--- config.mk ---
export PLATFORM = sky130hd
export DESIGN_NAME = digit_entry
export DESIGN_NICKNAME = d
export VERILOG_FILES = /design/src/rtl/digit_entry.sv
export SDC_FILE = /design/constraint.sdc
export NUM_CORES = 1
export LEC_CHECK = 0
export BUFFER_PORTS_ARGS = -buffer_cell sky130_fd_sc_hd__buf_4
export CAP_MARGIN = 10
export CORE_MARGIN = 10
export CORE_UTILIZATION = 57
export CTS_CLUSTER_DIAMETER = 150
export DETAILED_ROUTE_END_ITERATION = 8
export GPL_ROUTABILITY_DRIVEN = 0
export PLACE_DENSITY = 0.83
export SYNTH_ARGS = -nofsm -noshare
export SYNTH_HDL_FRONTEND = slang
export SYNTH_SLANG_ARGS = --single-unit
--- constraint.sdc ---
create_clock -name clk -period 2.6 [get_ports clk]
set_input_delay 0 -clock clk [delete_from_list [all_inputs] [get_ports clk]]
set_output_delay 0 -clock clk [all_outputs]
set_load 0.02 [all_outputs]
--- src/rtl/digit_entry.sv ---
// digit_entry: two-digit decimal keypad entry. A debounced "enter" press
// captures the tens digit, then the ones digit, and the block emits
// tens*10+ones with a one-cycle valid strobe.
module digit_entry #(
  parameter int unsigned DEBOUNCE_CYCLES = 50000,
  parameter int unsigned CNT_W           = 16
) (
  input  logic       clk,
  input  logic       rst,
  input  logic [9:0] DIP,
  input  logic       enter,
  input  logic       clear,
  output logic [7:0] datain,
  output logic       valid,
  output logic [3:0] digit_tens,
  output logic [3:0] digit_ones,
  output logic       pending,
  output logic       err
);

  localparam logic [CNT_W-1:0] LP_CNT_MAX = CNT_W'(DEBOUNCE_CYCLES - 1);

  typedef enum logic {
    S_TENS = 1'b0,
    S_ONES = 1'b1
  } state_t;

  state_t           r_state;
  state_t           w_state_nxt;

  logic             r_sync1;
  logic             r_sync2;
  logic             r_db;
  logic [CNT_W-1:0] r_cnt;
  logic             r_press;
  logic             w_rise;

  logic             w_key_ok;
  logic [3:0]       w_digit;
  logic [7:0]       w_tens_x10;

  logic [7:0]       r_datain;
  logic             r_valid;
  logic [3:0]       r_digit_tens;
  logic [3:0]       r_digit_ones;
  logic             r_pending;
  logic             r_err;

  logic [7:0]       w_datain_nxt;
  logic             w_valid_nxt;
  logic [3:0]       w_tens_nxt;
  logic [3:0]       w_ones_nxt;
  logic             w_pending_nxt;
  logic             w_err_nxt;

  // Debounced level is about to toggle from 0 to 1: this is the press event.
  assign w_rise = (r_sync2 != r_db) && (r_cnt == LP_CNT_MAX) && !r_db;

  // Two-flop synchroniser for the raw pushbutton.
  always_ff @(posedge clk or negedge rst) begin
    if (!rst) begin
      r_sync1 <= 1'b0;
      r_sync2 <= 1'b0;
    end else begin
      r_sync1 <= enter;
      r_sync2 <= r_sync1;
    end
  end

  // Debounce counter: level changes only after a full stable run.
  always_ff @(posedge clk or negedge rst) begin
    if (!rst) begin
      r_db    <= 1'b0;
      r_cnt   <= '0;
      r_press <= 1'b0;
    end else begin
      r_press <= w_rise;
      if (r_sync2 == r_db) begin
        r_cnt <= '0;
      end else if (r_cnt == LP_CNT_MAX) begin
        r_db  <= ~r_db;
        r_cnt <= '0;
      end else begin
        r_cnt <= r_cnt + CNT_W'(1);
      end
    end
  end

  // One-hot key decode; digit is the index of the single set bit.
  always_comb begin
    w_key_ok = ($countones(DIP) == 1);
    w_digit  = 4'd0;
    for (int i = 0; i < 10; i++) begin
      if (DIP[i]) w_digit = 4'(i);
    end
  end

  assign w_tens_x10 = (8'(r_digit_tens) << 3) + (8'(r_digit_tens) << 1);

  // FSM state register.
  always_ff @(posedge clk or negedge rst) begin
    if (!rst) r_state <= S_TENS;
    else      r_state <= w_state_nxt;
  end

  // FSM next state: clear wins over a same-cycle press.
  always_comb begin
    w_state_nxt = r_state;
    if (clear) begin
      w_state_nxt = S_TENS;
    end else if (r_press && w_key_ok) begin
      w_state_nxt = (r_state == S_TENS) ? S_ONES : S_TENS;
    end
  end

  // FSM outputs: next values of the registered digits, result and strobes.
  always_comb begin
    w_datain_nxt  = r_datain;
    w_valid_nxt   = 1'b0;
    w_tens_nxt    = r_digit_tens;
    w_ones_nxt    = r_digit_ones;
    w_err_nxt     = 1'b0;
    w_pending_nxt = (w_state_nxt == S_ONES);
    if (clear) begin
      w_tens_nxt = 4'd0;
      w_ones_nxt = 4'd0;
    end else if (r_press) begin
      if (!w_key_ok) begin
        w_err_nxt = 1'b1;
      end else if (r_state == S_TENS) begin
        w_tens_nxt = w_digit;
        w_ones_nxt = 4'd0;
      end else begin
        w_ones_nxt   = w_digit;
        w_datain_nxt = w_tens_x10 + 8'(w_digit);
        w_valid_nxt  = 1'b1;
      end
    end
  end

  // Output registers.
  always_ff @(posedge clk or negedge rst) begin
    if (!rst) begin
      r_datain     <= 8'd0;
      r_valid      <= 1'b0;
      r_digit_tens <= 4'd0;
      r_digit_ones <= 4'd0;
      r_pending    <= 1'b0;
      r_err        <= 1'b0;
    end else begin
      r_datain     <= w_datain_nxt;
      r_valid      <= w_valid_nxt;
      r_digit_tens <= w_tens_nxt;
      r_digit_ones <= w_ones_nxt;
      r_pending    <= w_pending_nxt;
      r_err        <= w_err_nxt;
    end
  end

  assign datain     = r_datain;
  assign valid      = r_valid;
  assign digit_tens = r_digit_tens;
  assign digit_ones = r_digit_ones;
  assign pending    = r_pending;
  assign err        = r_err;

endmodule

Word-level counts from Yosys, hierarchy flattened
Cells that the tools add are included.
Storage, ports and cells
  register bits after elaboration: 39
  latch bits: 0
  bits in writable memories: 0
  bits in read-only memories: 0
  input bits: 14
  output and inout port bits: 19
  word-level logic and storage cells: 71
  memories: 0
Cells by class
  add/subtract/negate cells: 12
  multiply operators: 0
  div/mod/pow operators: 0
  $lt $le $gt $ge: 0
  equal/unequal tests: 5
  shift-type cells: 0
  mux-type cells: 29
  bitwise gates (word level): 3
  reductions and logical operators: 11
Operators by type and width (count)
  $mux W4: 16
  $mux W16: 2
  $add A16 B1 Y16 const B: 1
  $eq A16 B16 Y1 const B: 1
  $mux W1: 11
  $add A1 B1 Y2: 5
  $add A7 B5 Y8: 1
  $add A8 B4 Y8: 1
  $add A2 B2 Y3: 2
  $reduce_bool A2 Y1: 3
  $add A4 B2 Y5: 1
  $eq A5 B1 Y1 const B: 1
  $add A3 B3 Y4: 1
  $reduce_and A2 Y1: 2
  $reduce_and A4 Y1: 1
  $logic_and A1 B1 Y1: 3
  $not A1 Y1: 3
  $reduce_and A3 Y1: 1
  $ne A2 B2 Y1 const B: 1
  $eq A1 B1 Y1: 1
  $logic_not A1 Y1: 1
  $ne A1 B1 Y1: 1

Logic depth before layout (Yosys ltp)
  depth after elaboration: 13
  gate-level depth with buffers: 13
  depth with buffers taken out: 12

Worst setup path after synthesis
Ideal clock, no wire load.
  path kind: input-to-reg
  from: input DIP[0]
  to: register r_datain[0], in the netlist datain[0]
  library setup time: 0.125 ns
  data arrival time: 3.429 ns
  path slack: -0.954 ns
  stages on the path: 12
  cells stage by stage: fa_1 > fa_1 > inv_1 > fa_1 > inv_1 > ha_1 > inv_1 > fa_1 > a2111o_1 > a211o_4 > nor2_8 > mux2_4
Between the ends
  word-level cells in the longest chain between the ends: 6
RTL lines
  start, declared: line 10  | input logic [9:0] DIP,
  $add A1 B1 Y2 (not written as such): line 91  | w_key_ok = ($countones(DIP) == 1);
  $add A2 B2 Y3 (not written as such): line 91
  $add A3 B3 Y4 (not written as such): line 91
  $add A4 B2 Y5 (not written as such): line 91
  $eq A5 B1 Y1: line 91
  $reduce_and A4 Y1 (no line)
  end signal, assigned: line 151  | r_datain <= w_datain_nxt;
  end, declared: line 42  | logic [7:0] r_datain;
No other way between the ends.
A chain may end at the register's enable or synchronous reset.

Final worst setup path
  from: input DIP[3]
  to: register r_datain[4], in the netlist datain[4]
Between the ends
  word-level cells in the longest chain between the ends: 8
  elaborated cells on any way between the ends: 14
  those cells by class: add/sub: 5; eq/ne: 1; mux: 7; reduce/logical: 1
RTL lines
  branches (longest 8 deep; another with $add A4 B2 Y5)
Several ways; the timed one is not identified.

==> impl_metrics.ini <==
[run_status]
status = finished, violations left
violations = negative setup slack

[floorplan]
die_x_microns = 82.8
die_area_sq_mm = 0.00685
num_io_pins = 33
num_rows = 22
initial_core_util_pct = 60.0
core_area_sq_mm = 0.00374
chipHeight_microns = 82.8

[synth]
yosysWarnings = 0
syn_avg_cell_area_sq_um = 10.7
synth.distinct_cells = 41
synth_edf_count = 0
synth_cells = 209
syn-num-nets = 241
ys_seq_area_share_pct = 43.5
async_flop_share_pct = 100
ys.flop_type = dfrtp_1
synth.cell_area_sq_mm = 0.00225
yosys_register_bits = 39

[final_layout]
antenna_cells = 0
layout-drive-gt1-share_pct = 30.2
fin_util_pct = 76.4
layout_common_cells = buf_4, dfrtp_1, nor2_1
multi_input_area_sq_mm = 0.00121
nets = 299
syn2layout_area_growth_pct = 27.3
final_area_sq_mm = 0.00286
register_area_sq_um = 976
fill_cells = 261
fin_cells = 316
final_common_cell = buf_4

[route]
routed_wl_mm = 4.87
drcViolationCount = 0
vias = 1747
drt_pre_antenna_iters = 5
via_per_inst = 5.53
drtAntennaViolNets = 0
wl_met2_mm = 2.45
wl_per_cell_microns = 15.4
drt_iter0_drc = 131
met1Wirelength_mm = 2.05
dr_wl_met3_microns = 293
topRoutingLayerUsed = met4

[clock_tree]
clk_transition_reported_paths_ns = 0.08
htreeDepth = 2
cts_sinks = 39
cts-root-to-sink-buffers = 2
cts_tree = yes
cts_buffers = 5
clk_latency_ns = 0.29
clock-root-buffer = clkbuf_8

[global_routing]
grt-ovfl-total = 0
antenna_found_initial = 0
grt_max_degree = 40
grt_pass1_wl_mm = 7.90
grtUsageTotal_pct = 14.7
grt_pass1_vias = 1728

[timing]
fmax_ghz = 0.309
setup_viol = 19
tns_ns = -10.01
finClkSkew_ns = 0.00473
post-route-period-util_pct = 124
rsz0062_at_grt = true
maxSlewViolCount = 0
min_period_ns = 3.23
fin_ws_ns = -0.632
finalHoldViolations = 0
slew_headroom_pct = 64.7
tightest_slew_ns = 0.525
hold_ws_ns = 0.130

[pwr]
power_mw = 1.34
peakVddDrop_mv = 0.552
powerDensity_mw_per_mm2 = 468
leakage_nw = 1.36

[critical_path]
critPathKind = in -> reg
r2r_end = datain[7]$_DFFE_PN0P_
cp.required_ns = 2.77
r2r_start = digit_tens[0]$_DFFE_PN0P_
r2r_slack_ns = 0.26
critical_path.startpoint = DIP[3]
endpoint_kind = flip-flop
ff2ff_path_depth = 8
start_kind = primary input
crit_end = datain[4]$_DFFE_PN0P_
crit_fanout = 7
critPathArrivalTime_ns = 3.40

[place]
place_ws_ns = -0.956
io_buffers = 32
hpwl_mm = 3.56
placedInstanceArea_sq_mm = 0.00264
dpl.cell_count = 301

[hold_path]
hold_class = in -> reg

[flow_run]
max_cap_viol_count = 0
## what timing repair did
item	CTS	global route
buffers inserted	2	2
hold buffers	3	0
pin swaps	1	1
hold endpoints to repair	46	0
gates resized for setup	7	7
setup endpoints to repair	19	19
## Yosys cell counts (all sizes together) (4+ instances only)
cell type / instances / area [sq um]
o31ai: 6 / 45.0
ha: 10 / 125
nor4: 4 / 31.3
o21ai: 4 / 20.0
xnor2: 11 / 96.3
a21oi: 8 / 40.0
xor2: 5 / 43.8
dfrtp: 39 / 976
inv: 23 / 86.3
nand3: 8 / 45.0
nand2: 13 / 48.8
mux2: 6 / 90.1
nor3: 5 / 25.0
nor2: 28 / 121
fa: 8 / 160
nand4: 7 / 43.8
## critical path, stage by stage
cell and delay (ns):
buf_6 0.10, fa_1 0.49, fa_1 0.51, inv_1 0.05, fa_1 0.42, inv_1 0.07
ha_2 0.18, inv_2 0.04, fa_2 0.33, a2111o_1 0.32, a211o_4 0.38, nor2_8 0.18
mux2_4 0.32
## state kept, by name, indices dropped and copies added, names as in the netlist
name        flops
datain          8
digit_ones      4
digit_tens      4
err             1
pending         1
r_cnt          16
r_db            1
r_press         1
r_sync1         1
r_sync2         1
valid           1
## cell families after synthesis
logic type                 share of synthesized area [%]
and+or+nand+nor                                     17.0
DFF                                                 43.5
AOI/OAI and AO/OA                                   12.0
buffers and inverters                               4.57
adders and majority gates                           12.7
xor gates and xnor gates                            6.24
muxes                                               4.01
## per-layer routing
layer | GRT usage, % | vias up
met5 | 0 | -
li1 | - | 846
met4 | 2.84 | 0
met2 | 25.8 | 51
met3 | 3.77 | 10
met1 | 17.6 | 840
## layout make-up
class | instances | area share (%)
multi-input cells | 145 | 42.4
repair buffers | 53 | 14.7
well taps | 48 | 2.10
clock inverters | 1 | 0.263
inverters | 23 | 3.02
flip-flops and latches | 39 | 34.1
clock buffers | 7 | 3.37
## report_power, final
group / leakage (nW) / total [mW] / internal (mW) / switching [mW]
clock: 0.0505 / 0.451 / 0.241 / 0.210
sequential: 0.538 / 0.617 / 0.611 / 0.00542
combinational: 0.776 / 0.269 / 0.121 / 0.149
## worst min path at each step
stage / start / end / slack [ns] / cells past startpoint
2_1_floorplan: rst / datain[0]$_DFFE_PN0P_ / -0.30 / 0
3_3_place_gp: rst / digit_ones[3]$_DFFE_PN0P_ / -0.009 / 1
3_5_place_dp: rst / digit_ones[3]$_DFFE_PN0P_ / -0.007 / 1
4_1_cts: DIP[4] / digit_tens[1]$_DFFE_PN0P_ / 0.09 / 4
5_1_grt: DIP[4] / digit_tens[1]$_DFFE_PN0P_ / 0.12 / 4
6_report: DIP[4] / digit_tens[1]$_DFFE_PN0P_ / 0.13 / 4
(Power assumes the default switching activity.)
